<file path="src/rtl/adder2comp_arbiter_seq.sv">
// adder2comp_arbiter_seq: round-robin sharing of one two's-complement adder datapath between two clients
module adder2comp_arbiter_seq #(
  parameter int N = 4
) (
  input  logic         clk,
  input  logic         RESET,
  input  logic [1:0]   req,
  input  logic [N-1:0] a0,
  input  logic [N-1:0] b0,
  input  logic [N-1:0] a1,
  input  logic [N-1:0] b1,
  input  logic [N:0]   result_in,
  output logic [N-1:0] a,
  output logic [N-1:0] b,
  output logic         loadAB,
  output logic         loadmagAB,
  output logic         compmag,
  output logic         compsigns,
  output logic         add_sub,
  output logic         loadres,
  output logic [1:0]   gnt,
  output logic [1:0]   done,
  output logic [N:0]   result_out,
  output logic         busy
);
  typedef enum logic [2:0] {IDLE, LOAD_AB, LOAD_MAG, COMP_MAG, COMP_SIGNS, ADD_SUB, LOAD_RES, DONE} state_t;
  state_t state, nxt;
  logic last;
  logic [1:0] pick;
  // on contention the client that was not served last wins
  assign pick = (req == 2'b11) ? (last ? 2'b01 : 2'b10) : req;
  always_ff @(posedge clk or posedge RESET)
    if (RESET) begin
      state <= IDLE;
      gnt   <= '0;
      last  <= 1'b1;
    end else begin
      state <= nxt;
      if (state == IDLE && req != 2'b00) gnt <= pick;
      else if (state == DONE) begin
        gnt  <= '0;
        last <= gnt[1];
      end
    end
  always_comb begin
    nxt        = state == IDLE ? (req != 2'b00 ? LOAD_AB : IDLE) : state == DONE ? IDLE : state_t'(state + 3'd1);
    loadAB     = state == LOAD_AB;
    loadmagAB  = state == LOAD_MAG;
    compmag    = state == COMP_MAG;
    compsigns  = state == COMP_SIGNS;
    add_sub    = state == ADD_SUB;
    loadres    = state == LOAD_RES;
    busy       = state != IDLE;
    done       = state == DONE ? gnt : 2'b00;
    a          = gnt[0] ? a0 : gnt[1] ? a1 : '0;
    b          = gnt[0] ? b0 : gnt[1] ? b1 : '0;
    result_out = result_in;
  end
endmodule

</file>
<file path="config.mk">
export PLATFORM = sky130hd
export DESIGN_NAME = adder2comp_arbiter_seq
export DESIGN_NICKNAME = d
export VERILOG_FILES = /design/src/rtl/adder2comp_arbiter_seq.sv
export SDC_FILE = /design/constraint.sdc
export NUM_CORES = 1
export LEC_CHECK = 0
export BUFFER_PORTS_ARGS = -buffer_cell sky130_fd_sc_hd__clkbuf_2
export CAP_MARGIN = 20
export CORE_MARGIN = 2
export CORE_UTILIZATION = 36
export CTS_CLUSTER_DIAMETER = 40
export DETAILED_ROUTE_END_ITERATION = 12
export PLACE_DENSITY = 0.83
export SLEW_MARGIN = 20
export SYNTH_ARGS = -nofsm -noshare
export SYNTH_HDL_FRONTEND = slang
export SYNTH_SLANG_ARGS = --single-unit
</file>
<file path="constraint.sdc">
create_clock -name clk -period 1.8 [get_ports clk]
set_input_delay 0.36 -clock clk [delete_from_list [all_inputs] [get_ports clk]]
set_output_delay 0.36 -clock clk [all_outputs]
set_load 0.01 [all_outputs]
</file>
Word level (Yosys, flattened, before mapping)
Cells that the tools add are included.
Widths: inputs -> output; s select.
- bits in latches: 0
- ROM bits: 0
- word-level logic and storage cells: 31
- memories: 0
- flip-flop bits (word level): 6
- bits in writable memories: 0
- divide/modulo/power cells: 0
- multiply operators: 0
- reductions and logical operators: 6
- multiplexer cells: 12
- add/sub/neg operators: 1
- equality and inequality tests: 8
- magnitude comparators: 0
- bitwise operators: 1
- shift-type cells: 0
- operators by type and width (kind ; count):
    $mux 4 ; 4
    $eq 3x3->1 const B ; 4
    $mux 2 ; 5
    $eq 3x2->1 const B ; 2
    $mux 3 ; 2
    $reduce_bool 2->1 ; 2
    $add 3x1->3 const B ; 1
    $eq 3x1->1 const B ; 1
    $logic_not 3->1 ; 1
    $reduce_bool 3->1 ; 1
    $eq 2x2->1 const B ; 1
    $reduce_and 2->1 ; 1
    $logic_and 1x1->1 ; 1
    $mux 1 ; 1
    $not 1->1 ; 1

Logic depth before layout (Yosys ltp)
- depth in word-level cells: 4
- mapped depth: 6

Worst setup path after synthesis
OpenSTA, ideal clock, no wires.
- kind: register to register
- start: reg state[0]
- end: reg last
- setup time: 0.082 ns
- stages on the path, launching flop included: 7
- setup slack: 0.401 ns
- data required time: 1.718 ns
- data arrival time: 1.316 ns
- cell sequence: dfrtp_1 > inv_1 > ha_1 > nor2b_4 > inv_2 > o21ai_2 > mux2_4
- word-level cells in the longest chain between the ends: 4
- ends and longest elaborated chain (item ; RTL line ; text):
    start: declaration ; 27 ; state_t state, nxt;
    start signal: assignment ; 38 ; state <= nxt;
    $logic_not 3->1 ; 39 ; if (state == IDLE && req != 2'b00) gnt <= pick;
    $logic_and 1x1->1 ; 39 ;
    $not 1->1 (no source line) ; -- ;
    $reduce_and 2->1 (no source line) (*) ; -- ;
    end signal: assignment ; 42 ; last <= gnt[1];
    end: declaration ; 28 ; logic last;
Mark *: on every way between the ends. The rest lies on a longest branch, timed or not.
A chain may end at the register's enable or synchronous reset.

Final worst setup path
- start: reg state[0]
- end: out done[0]
- word-level cells in the longest chain between the ends: 2
- ends and longest elaborated chain (item ; RTL line ; text):
    $eq 3x3->1 ; 54 ; done = state == DONE ? gnt : 2'b00;
    $mux 2 ; 54 ;
    end: declaration ; 22 ; output logic [1:0] done,
No other way between the ends.

==> results.md <==
- The share of total power dissipated in sequential elements is 0.242.
- The register area share after synthesis is 0.281.
- The number of cells in the finished layout apart from fillers is approximately 110.
- For this design the static power due to leakage is about 0.44 nW.
- The cell taking the most area after synthesis is sky130_fd_sc_hd__dfrtp_1.
- Entering global routing, the biggest net connects 13 pins.
- In this run the remaining antenna-violating nets after routing total 0.
- For this run, asynchronously set or reset flops after synthesis account for 1.00.
- When the netlist entered floorplanning its net count stood at 89.
- The most frequently used flop master after synthesis is sky130_fd_sc_hd__dfrtp_1.
- After the first detailed-routing iteration, the DRC count stood at 12.
- The count of flip-flops with a built-in enable after synthesis is 0.
- The cell depth of the worst hold path is 2.
- Setup repair after global routing could not meet its margin everywhere.
- Counting every sink on the clock net gives 6.
- Of the available clock period, the critical path in the final layout requires 0.952.
- During synthesis, Yosys emitted a total of 0 warnings.
- The filler cell count in the final layout is 119.
- Measured along the x axis, the die boundary spans 42.7 um.
- The pre-antenna-repair detailed-routing pass consisted of 4 iterations.
- The number of placed instances, taps included, is ~100.
- The area growth from synthesis to layout is 39.5%.
- The via count normalized by instance count is approximately 4.7.
- Summed over all nets, the switching power comes to 0.502 mW.
- Once detailed placement completed, the half-perimeter wirelength came to 1.03 mm.
- After technology mapping, the gate count stands at 57.
- The cell depth of the worst flop-to-flop path is 6.
- The number of antenna violations at the first check in global routing is 0.
- The number of primary I/O pins is 49.
- Across the VDD grid, the largest voltage drop is 0.733 mV.
- For this run, design rule violations remaining after detail routing come to 0.
- The detailed-route wire length is ~1.3 mm.
- Setup violations remaining at the end of the flow were counted as 0.
- Across every metal layer, demand over resource in global routing totals 0.144.
- A synthesized cell averages ~9.4 sq um.
- Setup slack on the critical path of the routed design comes to between 0.08 and 0.09 ns.
- After detailed routing, the average wire length per cell comes to 11.5 um.
- Of the total power, the share spent switching nets is 0.430.
- At the pin with the least slew margin, the transition time is 0.304 ns.
- Of the total power, the clock network draws 0.119.
- Synthesis inferred 6 register bits.
- The worst setup path is captured at an output pin.
- The area of the mapped netlist is 538 sq um.
- Detailed routing inserted a total of 512 vias.
- The die is roughly 43 um tall.
- The count of buffers inserted at the top-level ports is 38.
- Across the run, the number of max-cap violations was 0.
- The repair_antennas step left the layout with diodes totalling 0.
- By area the synthesized netlist is led by sky130_fd_sc_hd__dfrtp_1 23%, sky130_fd_sc_hd__ha_1 16%, sky130_fd_sc_hd__a22o_1 11%.
- The overall die area is 1820 sq um.
- The flow ran to the end, and the final reports show no timing, DRC or antenna violations.
- In this run, CTS created clock tree buffers numbering 3.
- In the final layout, the share of cells above drive strength 1 is 0.574.
- The sum of overflow across all layers after global routing is 0.
- After clock tree synthesis, the clock-pin slew on the worst setup and hold paths is ~0.05 ns.
- Of the total power, combinational logic draws 0.639.
- The path class of the tightest hold or removal check is primary input to flop.
- The buffer cell driving the clock tree root is sky130_fd_sc_hd__clkbuf_4.
- The post-route clock skew is 0.00101 ns.
- For the worst-skew pair, the clock arrives at the later sink with an insertion delay of about 0.25 ns.
- The cell area after layout is 751 sq um.
- The arrival time of the worst setup path is roughly 1.4 ns.
- The CTS tree is built.
- The initial core utilization is 0.399.
- The initialized floorplan defines 13 standard-cell rows.
- In this run the worst path has a maximum fanout of 4.
- In this run, distinct cell masters in the synthesized netlist total 23.
- The fraction of post-synthesis cell area in the top cell type by area is 0.233.
- The worst setup path is of the flop to output pin kind.
- The number of global-route vias before repair came to about 480.
- STA classifies the critical path startpoint as a flop.
- The worst slew margin relative to its limit is 0.797.
- Once placement finished, the instance area stood at between 700 and 800 sq um.
- The clock period minus final worst setup slack is 1.71 ns.
- The number of pins exceeding their max-slew limit in the final report is 0.
- Prior to clock tree synthesis, the placed netlist has a worst setup slack of 0.285 ns.
- The core region is ~1400 sq um.
- The number of nets at the end of the flow is roughly 130.
- The required time of the critical path is 1.44 ns.
- The number of hold violations in the final report came to 0.
- In this run the post-CTS setup repair buffer count came out at 0.
- Internal power comes to 0.667 mW.
- The global-route wire length before repair is 2.04 mm.
- The power per cell area is 1560 nW/um^2.
- Timing would allow up to 0.584 GHz.
- The number of H-tree levels is 1.
- At the end of routability-driven placement, the weighted congestion stood at 0.745.
- In this run the deepest clock path goes through 2 buffers.
flip-flops by register name, indices dropped and copies added, names as in the netlist:
name,count
gnt,2
last,1
state,3
critical path, cell delays in order (launching register included):
cell and delay [ns]:
sky130_fd_sc_hd__dfrtp_1 0.40, sky130_fd_sc_hd__ha_2 0.21, sky130_fd_sc_hd__ha_1 0.21, sky130_fd_sc_hd__and2_1 0.17, sky130_fd_sc_hd__clkbuf_2 0.12
through the flow:
stage	hold WS (ns)	setup TNS [ns]	util	total power [mW]
final	0.362	0	0.556	1.17
after global routing	0.349	-0.00193	0.556	1.28
after CTS	0.339	0	0.552	1.18
after detailed placement	0.266	0	0.525	1.03
after global placement	0.255	0	0.525	1.01
after floorplan	0.150	0	-	0.778
cell usage in the layout (no fill, tap or decap), types with 3 or more instances in the layout:
cell                       Yosys  layout
sky130_fd_sc_hd__and2_2        3       3
sky130_fd_sc_hd__ha_1          7       6
sky130_fd_sc_hd__clkbuf_2      0      38
sky130_fd_sc_hd__clkbuf_4      0       3
sky130_fd_sc_hd__a22o_1        7       7
sky130_fd_sc_hd__dfrtp_1       5       5
sky130_fd_sc_hd__inv_1         4       4
sky130_fd_sc_hd__nand2_1       4       4
synthesized netlist by cell type, types with 2 or more instances:
master and n:
sky130_fd_sc_hd__dfrtp_1 5, sky130_fd_sc_hd__inv_1 4, sky130_fd_sc_hd__nor2_1 2, sky130_fd_sc_hd__and2b_2 2
sky130_fd_sc_hd__a22o_1 7, sky130_fd_sc_hd__clkbuf_1 2, sky130_fd_sc_hd__and2_2 3, sky130_fd_sc_hd__ha_1 7
sky130_fd_sc_hd__nand2_1 4, sky130_fd_sc_hd__and2_1 2, sky130_fd_sc_hd__o21ai_0 2, sky130_fd_sc_hd__nor2b_1 2
sky130_fd_sc_hd__buf_4 5
logic make-up (layout without fill, tap and decap cells):
logic type	after synthesis	in the layout	share of synthesized area
fa+ha+maj	7	7	0.163
simple gates	19	19	0.226
flops	6	6	0.281
mux	1	1	0.0279
compound gates	12	12	0.184
buf+inv	12	49	0.119
cell type report:
type | instances | area [sq um] | share of cell area
multi-input cells | 39 | 328 | 0.437
repair buffers | 40 | 208 | 0.277
flip-flops and latches | 6 | 151 | 0.202
clock buffers | 4 | 26.3 | 0.0350
inverters | 5 | 18.8 | 0.0250
well taps | 15 | 18.8 | 0.0250
worst paths after layout:
kind / from / endpoint / slack (ns)
max in group asynchronous: RESET / last / 0.99
min in group asynchronous: RESET / state[2] / 0.55
worst min-delay path: req[1] / gnt[0] / 0.36
worst max register to register: state[0] / last / 0.30
worst max-delay path: state[0] / done[0] / 0.09
worst min register to register: last / gnt[0] / 0.59
metal layers:
| metal | up-vias | GRT usage | part of all wire |
|---|---|---|---|
| met5 | - | 0 | 0 |
| li1 | 263 | - | - |
| met3 | 4 | 0.0255 | 0.087 |
| met4 | 0 | 0.0938 | 0.023 |
| met1 | 216 | 0.183 | 0.42 |
| met2 | 29 | 0.221 | 0.47 |
timing repair:
action / CTS / global route
hold buffers: 1 / 0
gates resized for setup: 0 / 2
endpoints found under the setup margin: 0 / 9
endpoints found under the hold margin: 3 / 0
power by group through the flow:
stage / Sequential (mW) / Combinational [mW] / Clock (mW)
after floorplan: 0.283 / 0.495 / 0
after global placement: 0.277 / 0.736 / 0
after detailed placement: 0.282 / 0.745 / 0
after CTS: 0.280 / 0.750 / 0.145
after global routing: 0.296 / 0.831 / 0.154
final: 0.283 / 0.747 / 0.139
(Power assumes the default switching activity.)
